$ cat config.mk
export PLATFORM = sky130hd
export DESIGN_NAME = mux_arb_n
export DESIGN_NICKNAME = d
export VERILOG_FILES = /design/src/rtl/mux_arb_n_pkg.sv /design/src/rtl/rr_grant_n.sv /design/src/rtl/mux_arb_n.sv
export SDC_FILE = /design/constraint.sdc
export NUM_CORES = 1
export LEC_CHECK = 0
export BUFFER_PORTS_ARGS = -buffer_cell sky130_fd_sc_hd__buf_2
export CORE_MARGIN = 1.5
export CORE_UTILIZATION = 47
export CTS_BUF_LIST = sky130_fd_sc_hd__clkbuf_2
export DETAILED_ROUTE_END_ITERATION = 10
export PLACE_DENSITY = 0.84
export SYNTH_ARGS = -nofsm -noshare
export SYNTH_HDL_FRONTEND = slang
export SYNTH_HIERARCHICAL = 1
export SYNTH_SLANG_ARGS = --single-unit
$ cat constraint.sdc
create_clock -name CLK -period 1.9 [get_ports CLK]
set_clock_uncertainty 0.05 [all_clocks]
set_input_delay 0.19 -clock CLK [delete_from_list [all_inputs] [get_ports CLK]]
set_output_delay 0.19 -clock CLK [all_outputs]
set_load 0.02 [all_outputs]
$ cat src/rtl/mux_arb_n_pkg.sv
// Shared definitions for the N-input registered multiplexer/arbiter:
// channel-select modes and the output-stage state encoding.
package mux_arb_n_pkg;

  localparam int MODE_SEL = 0;
  localparam int MODE_RR  = 1;

  typedef enum logic {
    ST_EMPTY = 1'b0,
    ST_FULL  = 1'b1
  } state_e;

endpackage

$ cat src/rtl/rr_grant_n.sv
// Round-robin grant: one-hot grant to the first requester after ptr_i,
// scanning ptr_i+1 .. ptr_i modulo N (works for non-power-of-two N).
module rr_grant_n #(
  parameter int N    = 4,
  parameter int SELW = $clog2(N)
) (
  input  logic [N-1:0]    req_i,
  input  logic [SELW-1:0] ptr_i,
  output logic [N-1:0]    gnt_o
);

  always_comb begin
    logic [SELW-1:0] slot;
    logic            found;
    // NOTE: every combinational output gets a default first so no path can infer a latch.
    gnt_o = '0;
    found = 1'b0;
    slot  = '0;
    for (int k = 1; k <= N; k++) begin
      slot = SELW'((int'(ptr_i) + k) % N);
      if (!found && req_i[slot]) begin
        gnt_o[slot] = 1'b1;
        found       = 1'b1;
      end
    end
  end

endmodule

$ cat src/rtl/mux_arb_n.sv
// N-channel valid/ready multiplexer with a one-word registered output stage;
// channel chosen by Sel (MODE_SEL) or by round-robin arbitration (MODE_RR).
module mux_arb_n
  import mux_arb_n_pkg::*;
#(
  parameter  int WIDTH = 32,
  parameter  int N     = 4,
  parameter  int MODE  = MODE_SEL,
  localparam int SELW  = $clog2(N)
) (
  input  logic               CLK,
  input  logic               RST,
  input  logic [N*WIDTH-1:0] Din,
  input  logic [N-1:0]       DinValid,
  output logic [N-1:0]       DinReady,
  input  logic [SELW-1:0]    Sel,
  output logic [WIDTH-1:0]   Dout,
  output logic               DoutValid,
  input  logic               DoutReady,
  output logic [SELW-1:0]    DoutSrc
);

  state_e           state_q, state_d;
  logic [WIDTH-1:0] dout_q, dout_d;
  logic [SELW-1:0]  src_q, src_d;
  logic [N-1:0]     gnt;
  logic [SELW-1:0]  gnt_idx;
  logic [WIDTH-1:0] gnt_data;
  logic             free;
  logic             accept;

  assign free     = (state_q == ST_EMPTY) || DoutReady;
  assign accept   = free && (|gnt);
  assign DinReady = (free && !RST) ? gnt : '0;

  if (MODE == MODE_RR) begin : g_rr
    logic [SELW-1:0] ptr_q;

    rr_grant_n #(.N(N), .SELW(SELW)) u_rr_grant (
      .req_i (DinValid),
      .ptr_i (ptr_q),
      .gnt_o (gnt)
    );

    // Reset to N-1 so the first scan starts at channel 0.
    always_ff @(posedge CLK or posedge RST) begin
      if (RST)         ptr_q <= SELW'(N - 1);
      else if (accept) ptr_q <= gnt_idx;
    end
  end else begin : g_sel
    always_comb begin
      gnt = '0;
      for (int i = 0; i < N; i++) begin
        if (Sel == SELW'(i)) gnt[i] = DinValid[i];
      end
    end
  end

  always_comb begin
    gnt_idx  = '0;
    gnt_data = '0;
    for (int i = 0; i < N; i++) begin
      if (gnt[i]) begin
        gnt_idx  = SELW'(i);
        gnt_data = Din[i*WIDTH +: WIDTH];
      end
    end
  end

  always_comb begin
    state_d = state_q;
    dout_d  = dout_q;
    src_d   = src_q;
    if (accept) begin
      state_d = ST_FULL;
      dout_d  = gnt_data;
      src_d   = gnt_idx;
    end else if (state_q == ST_FULL && DoutReady) begin
      state_d = ST_EMPTY;
    end
  end

  always_ff @(posedge CLK or posedge RST) begin
    if (RST) begin
      state_q <= ST_EMPTY;
      dout_q  <= '0;
      src_q   <= '0;
    end else begin
      // NOTE: sequential state uses non-blocking assignment so all registers see pre-edge values.
      state_q <= state_d;
      dout_q  <= dout_d;
      src_q   <= src_d;
    end
  end

  assign Dout      = dout_q;
  assign DoutValid = (state_q == ST_FULL);
  assign DoutSrc   = src_q;

endmodule

Word-level counts from Yosys, hierarchy flattened. Index checks and enable logic that the tools add are counted.

Equal/unequal tests: 3. Bitwise gates (word level): 1. Mux-type cells: 14. Reductions and logical operators: 8.

Operator list (count): 32-bit 2-to-1 mux (4); 1-bit 2-to-1 mux (7); 2-bit equality test, second input constant (2); 2-bit 2-to-1 mux (2); 4-bit 2-to-1 mux (1); 4-bit OR reduction (1); 1-bit logical AND (3); 2-bit by 1-bit equality test with 1-bit output, second input constant (1); 2-bit zero test (1); 2-bit nonzero test (1); 1-bit zero test (1); 1-bit logical OR (1); 1-bit NOT (1).

Output and inout port bits: 39. Logic and storage cells: 29. Input bits: 137. Flip-flop bits (word level): 35.

Logic depth before layout (Yosys ltp). Gate-level depths: netlist of run 1.

Depth after elaboration: 6. Gate-level depth with buffers: 6. Mapped depth without buffers: 3.

Worst setup path after synthesis of run 1. OpenSTA, ideal clock, no wires.

Path type: register -> output. Start point: register state_q (netlist: DoutValid). End point: output port DinReady[0]. Buffers on the path: 2. Stages on the path, launching flop included: 6. Required time: 1.660 ns. Arrival: 1.771 ns. Setup slack: -0.111 ns. Cells stage by stage: dfrtp_1 > nand2b_1 > clkbuf_1 > buf_2 > nand2_1 > nor3b_1.

Word-level cells in the longest chain between the ends: 4.

Ends and longest elaborated chain: from (decl) (line mux_arb_n.sv:23) `state_e state_q, state_d;`; from (signal assigned) (line mux_arb_n.sv:90) `state_q <= state_d;`; 1-bit NOT (line mux_arb_n.sv:32) `assign free = (state_q == ST_EMPTY) || DoutReady;`; 1-bit logical OR (line mux_arb_n.sv:32); 1-bit logical AND (line mux_arb_n.sv:34) `assign DinReady = (free && !RST) ? gnt : '0;`; 4-bit 2-to-1 mux (line mux_arb_n.sv:34); to (decl) (line mux_arb_n.sv:15) `output logic [N-1:0] DinReady,`.

No other way between the ends.

Worst setup path in the final report of run 1.
Start point: input port RST. End point: output port DinReady[0].

Word-level cells in the longest chain between the ends: 3.

Ends and longest elaborated chain: from (decl) (line mux_arb_n.sv:12) `input logic RST,`; 1-bit zero test (no source line); 1-bit logical AND (line mux_arb_n.sv:34); 4-bit 2-to-1 mux (line mux_arb_n.sv:34).

No other way between the ends.

==> run_results.csv, run 1 <==
group,metric,value,unit
detailed_routing,viasPerCell,6.15,
min_path,hold_start,"Din[46]",
clocking,htreeDepth,2,
place,port_buffers,175,
floorplan,die_x,86.1,microns
synthesis,ys.warnings.count,6,
clocking,clk_latency,0.39,ns
setup_path,critPathBufInv,4,
synthesis,synth_flop_cell,"dfrtp_1",
clocking,clk_pin_slew,0.19,ns
power_and_ir_drop,ir_worst_vdd,0.262,mV
synthesis,mappedNetlistArea,0.00325,sq mm
layout,drive_gt1_share,52.4,%
timing,finalSetupViolations,0,
timing,slew_headroom,61.0,%
synthesis,synth.distinct_cells,34,
timing,min_period_over_period,95.8,%
detailed_routing,drt_first_pass_iters,6,
status,status,"finished clean",
place,place_inst,560,
timing,period_needed,1.82,ns
clocking,cts-root-buf,"clkbuf_2",
detailed_routing,via_count,3503,
timing,report.final.slew_viol_count,0,
setup_path,rr_worst_depth,3,
layout,design.final.nets,626,
power_and_ir_drop,p_per_area,576,mW/mm^2
setup_path,reg2reg_slack,0.50,ns
synthesis,async_reset_ff_share,100,%
power_and_ir_drop,intPower,1490,uW
setup_path,path_delay_family,"buffers and inverters",
place,routabilityCongestion,0.837,
global_route,grt_pass1_wl,16800,microns
global_route,first_global_vias,3330,
detailed_routing,wirelength,10600,microns
synthesis,synth_top_cell_area_share,27.0,%
power_and_ir_drop,combinationalPowerShare,45.7,%
layout,area_growth,30.8,%
power_and_ir_drop,clkPwrFrac,14.3,%
setup_path,path_class,"input port to output pin",
setup_path,r2r-start,"DoutValid$_DFFE_PP0P_",
timing,setup_tns,0,ns
setup_path,cp.arrival,1.58,ns
layout,diodes,0,
detailed_routing,ant_nets,0,
floorplan,coreArea,0.00676,sq mm
power_and_ir_drop,seq_power_share,40.0,%
detailed_routing,drc_errors,0,
clocking,cts_setup_buffers,0,
global_route,grt_antenna_before_repair,0,
clocking,cts_tree,"done",
floorplan,die_height,86.1,microns
place,dp_hpwl,7620,microns
synthesis,yosysSeqAreaShare,27.0,%
synthesis,yosysTopAreaCell,"dfrtp_1",
power_and_ir_drop,power.switching,960,uW
global_route,grt_max_degree,50,
synthesis,synth-edff-count,0,
min_path,min_path_cells,3,
setup_path,cp_slowest_stage_delay,0.53,ns
synthesis,yosys-top-cells-area,"dfrtp_1, a21bo_1, or3b_2",
setup_path,cp-startpoint,"RST",
timing,rsz0062_at_grt,"false",
detailed_routing,wl_per_cell,18.6,microns
detailed_routing,drt-initial-drc-count,269,
global_route,grt_util_all_layers,28.4,%
synthesis,synth.net_count,468,
setup_path,required,1.66,ns
timing,worst_pin_slew,0.570,ns
synthesis,avgSynthCellArea,9.82,sq um
setup_path,startpoint_type,"input port",
floorplan,initial_core_util,48.1,%
layout,nFillCells,591,
setup_path,path_depth,6,
synthesis,ys_ff_latch,35,
floorplan,row_count,30,
power_and_ir_drop,p_leak,0.00201,uW
floorplan,die-area,0.00742,sq mm
floorplan,ios,176,
clocking,ctsLongestPathBuffers,2,
power_and_ir_drop,sw_frac_of_total,39.2,%
synthesis,synth_cells,331,
setup_path,end_kind,"output pin",
flow_run,cap_violations,0,
setup_path,cpMaxStageDelayCell,"dlygate4sd3_1",
setup_path,cp_cell_sequence,"dlygate4sd3_1, buf_2, inv_1, nand2_1, nor3b_2, buf_2",
setup_path,path_common_cell,"buf_2",
clocking,cts.sink_count,35,
setup_path,worstPathMaxFanout,6,
layout,fin_cells,570,
clocking,cts_buffers,5,
timing,hold_violations,0,
timing,max_freq,549,MHz
min_path,holdCritPathClass,"input port to flop",
global_route,grt.overflow.total,0,
[per-layer routing]
layer	GRT usage [%]	vias up	part of all wire, %
li1	-	1645	-
met1	38.7	1677	44
met2	47.5	171	48
met3	5.29	10	6.9
met4	5.72	0	0.87
met5	0	-	0
[layout make-up]
class | count | area (sq um) | area share, %
tap | 80 | 100 | 2.35
sequential | 35 | 876 | 20.6
inverter | 3 | 11.3 | 0.265
timing repair buffer | 200 | 1090 | 25.7
multi-input combinational | 244 | 2130 | 50.2
clock buffer | 6 | 30.0 | 0.706
clock inverter | 2 | 7.51 | 0.177
[worst paths after layout]
kind | end
setup / recovery | DinReady[0]
hold / removal | Dout[14]$_DFFE_PP0P_
hold reg to reg | DoutSrc[1]$_DFFE_PP0P_
min in group asynchronous | Dout[28]$_DFFE_PP0P_
max in group asynchronous | DoutSrc[1]$_DFFE_PP0P_
setup reg to reg | Dout[19]$_DFFE_PP0P_
[tightest hold or removal path: stages]
cell       delay [ns]
buf_2            0.08
a2111oi_0        0.07
o31ai_1          0.17
[stage by stage]
step	hold WS [ns]	setup WS, ns	instance area, sq um	total power (uW)	util [%]
2_1_floorplan	0.313	0.0479	3260	1680	-
3_3_place_gp	0.134	0.0867	4190	2070	62.0
3_5_place_dp	0.145	0.0558	4190	2100	62.0
4_1_cts	0.0939	0.0860	4250	2450	62.9
5_1_grt	0.0840	0.0125	4250	2590	62.9
6_report	0.0955	0.0800	4250	2450	62.9
[cells in the final DEF (no fill, tap or decap), drive strengths merged]
master       count
clkbuf           6
nor3b            1
a21o             1
nor2b            1
a21boi          32
nor4bb          16
nand2            4
and3             3
dfrtp           35
nor3             1
clkinv           2
o41ai            1
and4bb          15
o31ai           31
or3b            32
inv              3
buf            198
mux2             1
nand2b           2
dlygate4sd3      2
a2111oi         31
a32o             1
a221oi           1
mux4             1
and4             1
o21ai            1
and3b            2
nand3b          32
o311a            1
a21bo           32
[synth_stat cells (5+ instances only)]
cell type,number
or3b_2,32
nand3b_1,32
clkbuf_1,30
buf_2,5
buf_1,5
buf_6,6
nor4bb_1,16
dfrtp_1,35
and4bb_2,12
a21boi_0,32
o31ai_1,31
a2111oi_0,31
a21bo_1,29
[flip-flops by register name, summed over array words and instances (netlist names)]
name,cells
DoutSrc,2
Dout,32
DoutValid,1
[cells by family after synthesis]
group / share of synthesized area [%]
AOI/OAI and AO/OA: 34.3
buffers and inverters: 7.93
and+or+nand+nor: 29.8
muxes: 1.04
DFF: 27.0
[what timing repair did]
item	in CTS	in global routing
resized for setup	1	0
hold buffers	2	0
endpoints found under the hold margin	5	0
endpoints found under the setup margin	1	0
[power groups by stage]
stage	logic (uW)	registers (uW)	clock network, uW
floorplan	529	1150	0
global placement	1090	983	0
detailed placement	1110	984	0
CTS	1120	975	354
global route	1200	989	396
finish	1120	978	351
(Power assumes the default switching activity.)
==> run 2, diff against run 1 <==
BUFFER_PORTS_ARGS = -buffer_cell sky130_fd_sc_hd__buf_4   (was -buffer_cell sky130_fd_sc_hd__buf_2)
GPL_TIMING_DRIVEN = 0   (was unset)
==> run_results.csv, run 2 (synthesis results as in run 1) <==
group,metric,value,unit
status,status,"finished clean",
floorplan,die_height,86.1,microns
clocking,clk_latency,0.42,ns
timing,min_period_over_period,95.6,%
power_and_ir_drop,p_leak,0.00215,uW
layout,largest_reg_flops,32,
clocking,ctsLongestPathBuffers,2,
place,dp_hpwl,8900,microns
detailed_routing,viasPerCell,6.15,
global_route,grt_pass1_wl,19000,microns
setup_path,critPathBufInv,3,
timing,period_needed,1.82,ns
clocking,cts_buffers,5,
clocking,cts_tree,"done",
global_route,first_global_vias,3857,
timing,finalSetupViolations,0,
clocking,cts.sink_count,35,
setup_path,cp_slowest_stage_delay,0.44,ns
timing,setup_slack,0.0827,ns
detailed_routing,drc_errors,0,
timing,worst_pin_slew,0.636,ns
layout,diodes,0,
layout,final_cell_mix,"buf_4, dfrtp_1, nand3b_1, or3b_2, a21boi_0",
timing,hold_violations,0,
layout,design.final.nets,654,
layout,multi_input_area,0.00213,sq mm
place,routabilityCongestion,0.912,
layout,final_area,0.00478,sq mm
setup_path,required,1.66,ns
layout,seqCellArea,876,sq um
place,dpl-instance-area,0.00467,sq mm
floorplan,row_count,30,
floorplan,die_x,86.1,microns
timing,max_freq,550,MHz
setup_path,path_delay_family,"buffers and inverters",
layout,area_growth,47.2,%
setup_path,path_class,"flop to output pin",
floorplan,coreArea,0.00676,sq mm
timing,setup_tns,0,ns
global_route,grt.overflow.total,0,
setup_path,end_kind,"output pin",
layout,nFillCells,555,
clocking,htreeDepth,2,
floorplan,ios,176,
detailed_routing,ant_nets,0,
setup_path,cp.arrival,1.58,ns
place,preCtsSetupSlack,-0.107,ns
clocking,cts-root-buf,"clkbuf_2",
timing,slew_headroom,56.5,%
setup_path,path_common_cell,"buf_4",
flow_run,cap_violations,0,
global_route,grt_util_all_layers,32.6,%
clocking,clk_pin_slew,0.21,ns
global_route,grt_max_degree,36,
detailed_routing,drt-initial-drc-count,227,
detailed_routing,wirelength,12100,microns
power_and_ir_drop,ir_worst_vdd,0.310,mV
setup_path,cp_cell_sequence,"nand2b_4, clkbuf_8, buf_4, and3_1, buf_4",
layout,final_common_cell,"buf_4",
min_path,holdCritPathClass,"input port to flop",
global_route,grt_antenna_before_repair,0,
setup_path,startpoint_type,"flop",
detailed_routing,wl_per_cell,20.3,microns
floorplan,initial_core_util,48.1,%
setup_path,cpMaxStageDelayCell,"dfrtp_1",
detailed_routing,drt_first_pass_iters,4,
place,port_buffers,174,
power_and_ir_drop,p_per_area,563,mW/mm^2
timing,rsz0062_at_grt,"false",
layout,drive_gt1_share,49.4,%
detailed_routing,via_count,3680,
floorplan,die-area,0.00742,sq mm
timing,report.final.slew_viol_count,0,
setup_path,worstPathMaxFanout,5,
-- run 2: changes by cell type in the layout (fill, tap and decap cells not counted) --
cell	previous run	this run
clkinv_2	0	1
buf_1	0	5
buf_2	175	4
buf_4	21	181
clkbuf_2	6	7
dlygate4sd3_1	2	1
clkinvlp_4	0	1
inv_1	3	2
clkbuf_1	0	28
inv_2	0	1
clkinv_1	2	0
buf_6	0	6
buf_12	2	1
clkbuf_8	0	1
-- run 2: metrics by stage --
| stage | power (uW) | hold WS, ns | cells | utilization, % |
|---|---|---|---|---|
| 2_1_floorplan | 1680 | 0.313 | 331 | - |
| 3_3_place_gp | 2260 | 0.410 | 585 | 69.1 |
| 3_5_place_dp | 2290 | 0.352 | 585 | 69.1 |
| 4_1_cts | 2680 | 0.0761 | 598 | 70.8 |
| 5_1_grt | 2830 | 0.0770 | 598 | 70.8 |
| 6_report | 2690 | 0.0683 | 598 | 70.8 |
-- run 2: routing by layer --
layer	track usage [%]	wire length [microns]
met5	0	0
met4	12.0	280
met3	5.10	859
met2	55.6	6050
met1	41.7	4960
-- run 2: where the power goes --
part | switching [uW] | internal [uW]
clock | 282 | 93.6
sequential | 90.5 | 888
combinational | 645 | 695
-- run 2: timing repair --
action | CTS | global route
hold endpoints to repair | 35 | 0
buffers inserted | 4 | 0
hold buffers | 2 | 0
pin swaps | 0 | 0
endpoints found under the setup margin | 4 | 1
gates resized for setup | 4 | 2
-- run 2: layout make-up --
type	count	share of cell area, %
Buffer	48	5.29
Clock buffer	6	0.628
Clock inverter	2	0.262
Inverter	3	0.235
Multi-Input combinational cell	244	44.6
Sequential cell	35	18.3
Tap cell	80	2.09
Timing Repair Buffer	180	28.6
-- run 2: worst reg2reg max path, cell delays in order, from the launching register on --
cell      delay (ns)
dfrtp_1         0.46
nand2b_4        0.11
clkbuf_8        0.14
buf_4           0.14
buf_4           0.17
clkbuf_1        0.39
a21bo_1         0.19
o31ai_1         0.07
-- run 2: final timing paths --
kind,startpoint,to,slack (ns),cells after the start
min in group asynchronous,RST,Dout[3]$_DFFE_PP0P_,0.35,4
worst min-delay path,Din[39],Dout[7]$_DFFE_PP0P_,0.07,3
worst max-delay path,DoutValid$_DFFE_PP0P_,DinReady[1],0.08,5
max in group asynchronous,RST,Dout[17]$_DFFE_PP0P_,1.22,4
worst min register to register,DoutSrc[1]$_DFFE_PP0P_,DoutSrc[1]$_DFFE_PP0P_,0.50,1
worst max register to register,DoutValid$_DFFE_PP0P_,Dout[6]$_DFFE_PP0P_,0.09,7
==> run 3, diff against run 2 <==
SETUP_SLACK_MARGIN = 0.15   (was unset)
==> run_results.csv, run 3 (synthesis results as in run 1) <==
group,metric,value,unit
power_and_ir_drop,p_per_area,559,mW/mm^2
global_route,grt_util_all_layers,32.1,%
layout,final_core_util,71.7,%
floorplan,die-area,0.00742,sq mm
timing,rsz0062_at_grt,"true",
min_path,min_path_cells,3,
layout,drive_gt1_share,50.3,%
detailed_routing,drt-initial-drc-count,154,
flow_run,cap_violations,0,
timing,worst_pin_slew,0.955,ns
timing,slew_headroom,36.1,%
clocking,ctsLongestPathBuffers,2,
clocking,cts_buffers,5,
clocking,cts-root-buf,"clkbuf_2",
detailed_routing,highest_layer,"met4",
layout,design.final.nets,655,
layout,largest_reg_flops,32,
setup_path,startpoint_type,"flop",
power_and_ir_drop,ir_worst_vdd,0.308,mV
clocking,cts.sink_count,35,
layout,area_growth,49.1,%
place,dpl-instance-area,0.00468,sq mm
floorplan,coreArea,0.00676,sq mm
detailed_routing,met2WireLength,5970,microns
layout,final_area,0.00485,sq mm
timing,max_freq,557,MHz
layout,final_cell_mix,"buf_4, dfrtp_1, nand3b_1, or3b_2, a21boi_0",
min_path,hold_start,"Din[37]",
setup_path,end_kind,"output pin",
place,dp_hpwl,8850,microns
layout,nFillCells,546,
global_route,grt_pass1_wl,18600,microns
clocking,clk_latency,0.38,ns
detailed_routing,drt_first_pass_iters,5,
floorplan,ios,176,
timing,finalSetupViolations,0,
power_and_ir_drop,p_leak,0.00218,uW
setup_path,path_class,"flop to output pin",
layout,diodes,0,
floorplan,row_count,30,
setup_path,required,1.66,ns
clocking,clk_pin_slew,0.19,ns
global_route,grt_max_degree,20,
layout,final_common_cell,"buf_4",
min_path,holdCritPathClass,"input port to flop",
timing,setup_slack,0.104,ns
timing,hold_violations,0,
timing,report.final.slew_viol_count,0,
global_route,grt_antenna_before_repair,0,
setup_path,rr_worst_depth,6,
place,preCtsSetupSlack,-0.0318,ns
place,port_buffers,174,
place,routabilityCongestion,0.912,
timing,min_period_over_period,94.5,%
detailed_routing,wl_met3,933,microns
clocking,cts_tree,"done",
setup_path,r2r-start,"DoutValid$_DFFE_PP0P_",
setup_path,reg2reg_slack,0.25,ns
detailed_routing,routedLengthMet1,4940,microns
detailed_routing,viasPerCell,6.17,
detailed_routing,wirelength,12100,microns
detailed_routing,via_count,3697,
floorplan,die_height,86.1,microns
global_route,grt.overflow.total,0,
detailed_routing,ant_nets,0,
status,status,"finished clean",
setup_path,rr_endpoint,"Dout[29]$_DFFE_PP0P_",
setup_path,worstPathMaxFanout,5,
clocking,htreeDepth,2,
timing,period_needed,1.80,ns
detailed_routing,wl_per_cell,20.2,microns
detailed_routing,drc_errors,0,
min_path,min_to,"Dout[5]$_DFFE_PP0P_",
global_route,first_global_vias,3714,
setup_path,cp.arrival,1.56,ns
floorplan,initial_core_util,48.1,%
floorplan,die_x,86.1,microns
run 3: metal layers:
layer  vias up  track usage [%]
met4         0             9.97
li1       1703                -
met3        30             7.12
met1      1755             39.9
met5         -                0
met2       209             55.6
run 3: layout make-up:
class | instances | area, sq um | area share [%]
Inverter | 3 | 15.0 | 0.310
Tap cell | 80 | 100 | 2.07
Multi-Input combinational cell | 244 | 2160 | 44.6
Buffer | 49 | 284 | 5.86
Clock inverter | 1 | 5.00 | 0.103
Clock buffer | 7 | 35.0 | 0.723
Sequential cell | 35 | 876 | 18.1
Timing Repair inverter | 1 | 5.00 | 0.103
Timing Repair Buffer | 179 | 1360 | 28.1
run 3: metrics by stage:
step	instances	setup TNS [ns]	power (uW)	hold WS, ns
after floorplan	331	0	1680	0.0964
after global routing	599	0	2840	0.111
after global placement	585	-0.0285	2270	0.335
final	599	0	2710	0.0955
after detailed placement	585	-0.0418	2300	0.329
after CTS	599	0	2690	0.0932
run 3: timing repair:
| item | 4_1_cts | 5_1_grt |
|---|---|---|
| cloned | 1 | 0 |
| setup endpoints to repair | 4 | 4 |
| pin swaps | 1 | 3 |
| gates resized for setup | 11 | 12 |
| buffers inserted | 3 | 0 |
| endpoints found under the hold margin | 35 | 0 |
| hold buffers | 2 | 0 |
run 3: critical path, stage by stage (launching register included):
cell       delay (ns)
dfrtp_1          0.46
nand2b_4         0.10
clkbuf_16        0.12
buf_8            0.11
nand2_8          0.06
nor3b_4          0.18
buf_6            0.14
run 3: worst max-delay path by stage:
| stage | startpoint | cells past startpoint | endpoint | slack [ns] |
|---|---|---|---|---|
| 6_report | DoutValid$_DFFE_PP0P_ | 6 | DinReady[0] | 0.10 |
| 5_1_grt | DoutValid$_DFFE_PP0P_ | 6 | DinReady[0] | 0.07 |
| 4_1_cts | DoutValid$_DFFE_PP0P_ | 6 | DinReady[0] | 0.10 |
| 3_5_place_dp | RST | 5 | DinReady[0] | -0.03 |
| 3_3_place_gp | RST | 5 | DinReady[0] | -0.03 |
| 2_1_floorplan | DoutValid$_DFFE_PP0P_ | 5 | DinReady[0] | 0.20 |
run 3: report_power, final:
group / switching [uW] / internal [uW]
sequential: 86.8 / 887
clock: 269 / 101
combinational: 658 / 705
total: 1010 / 1690
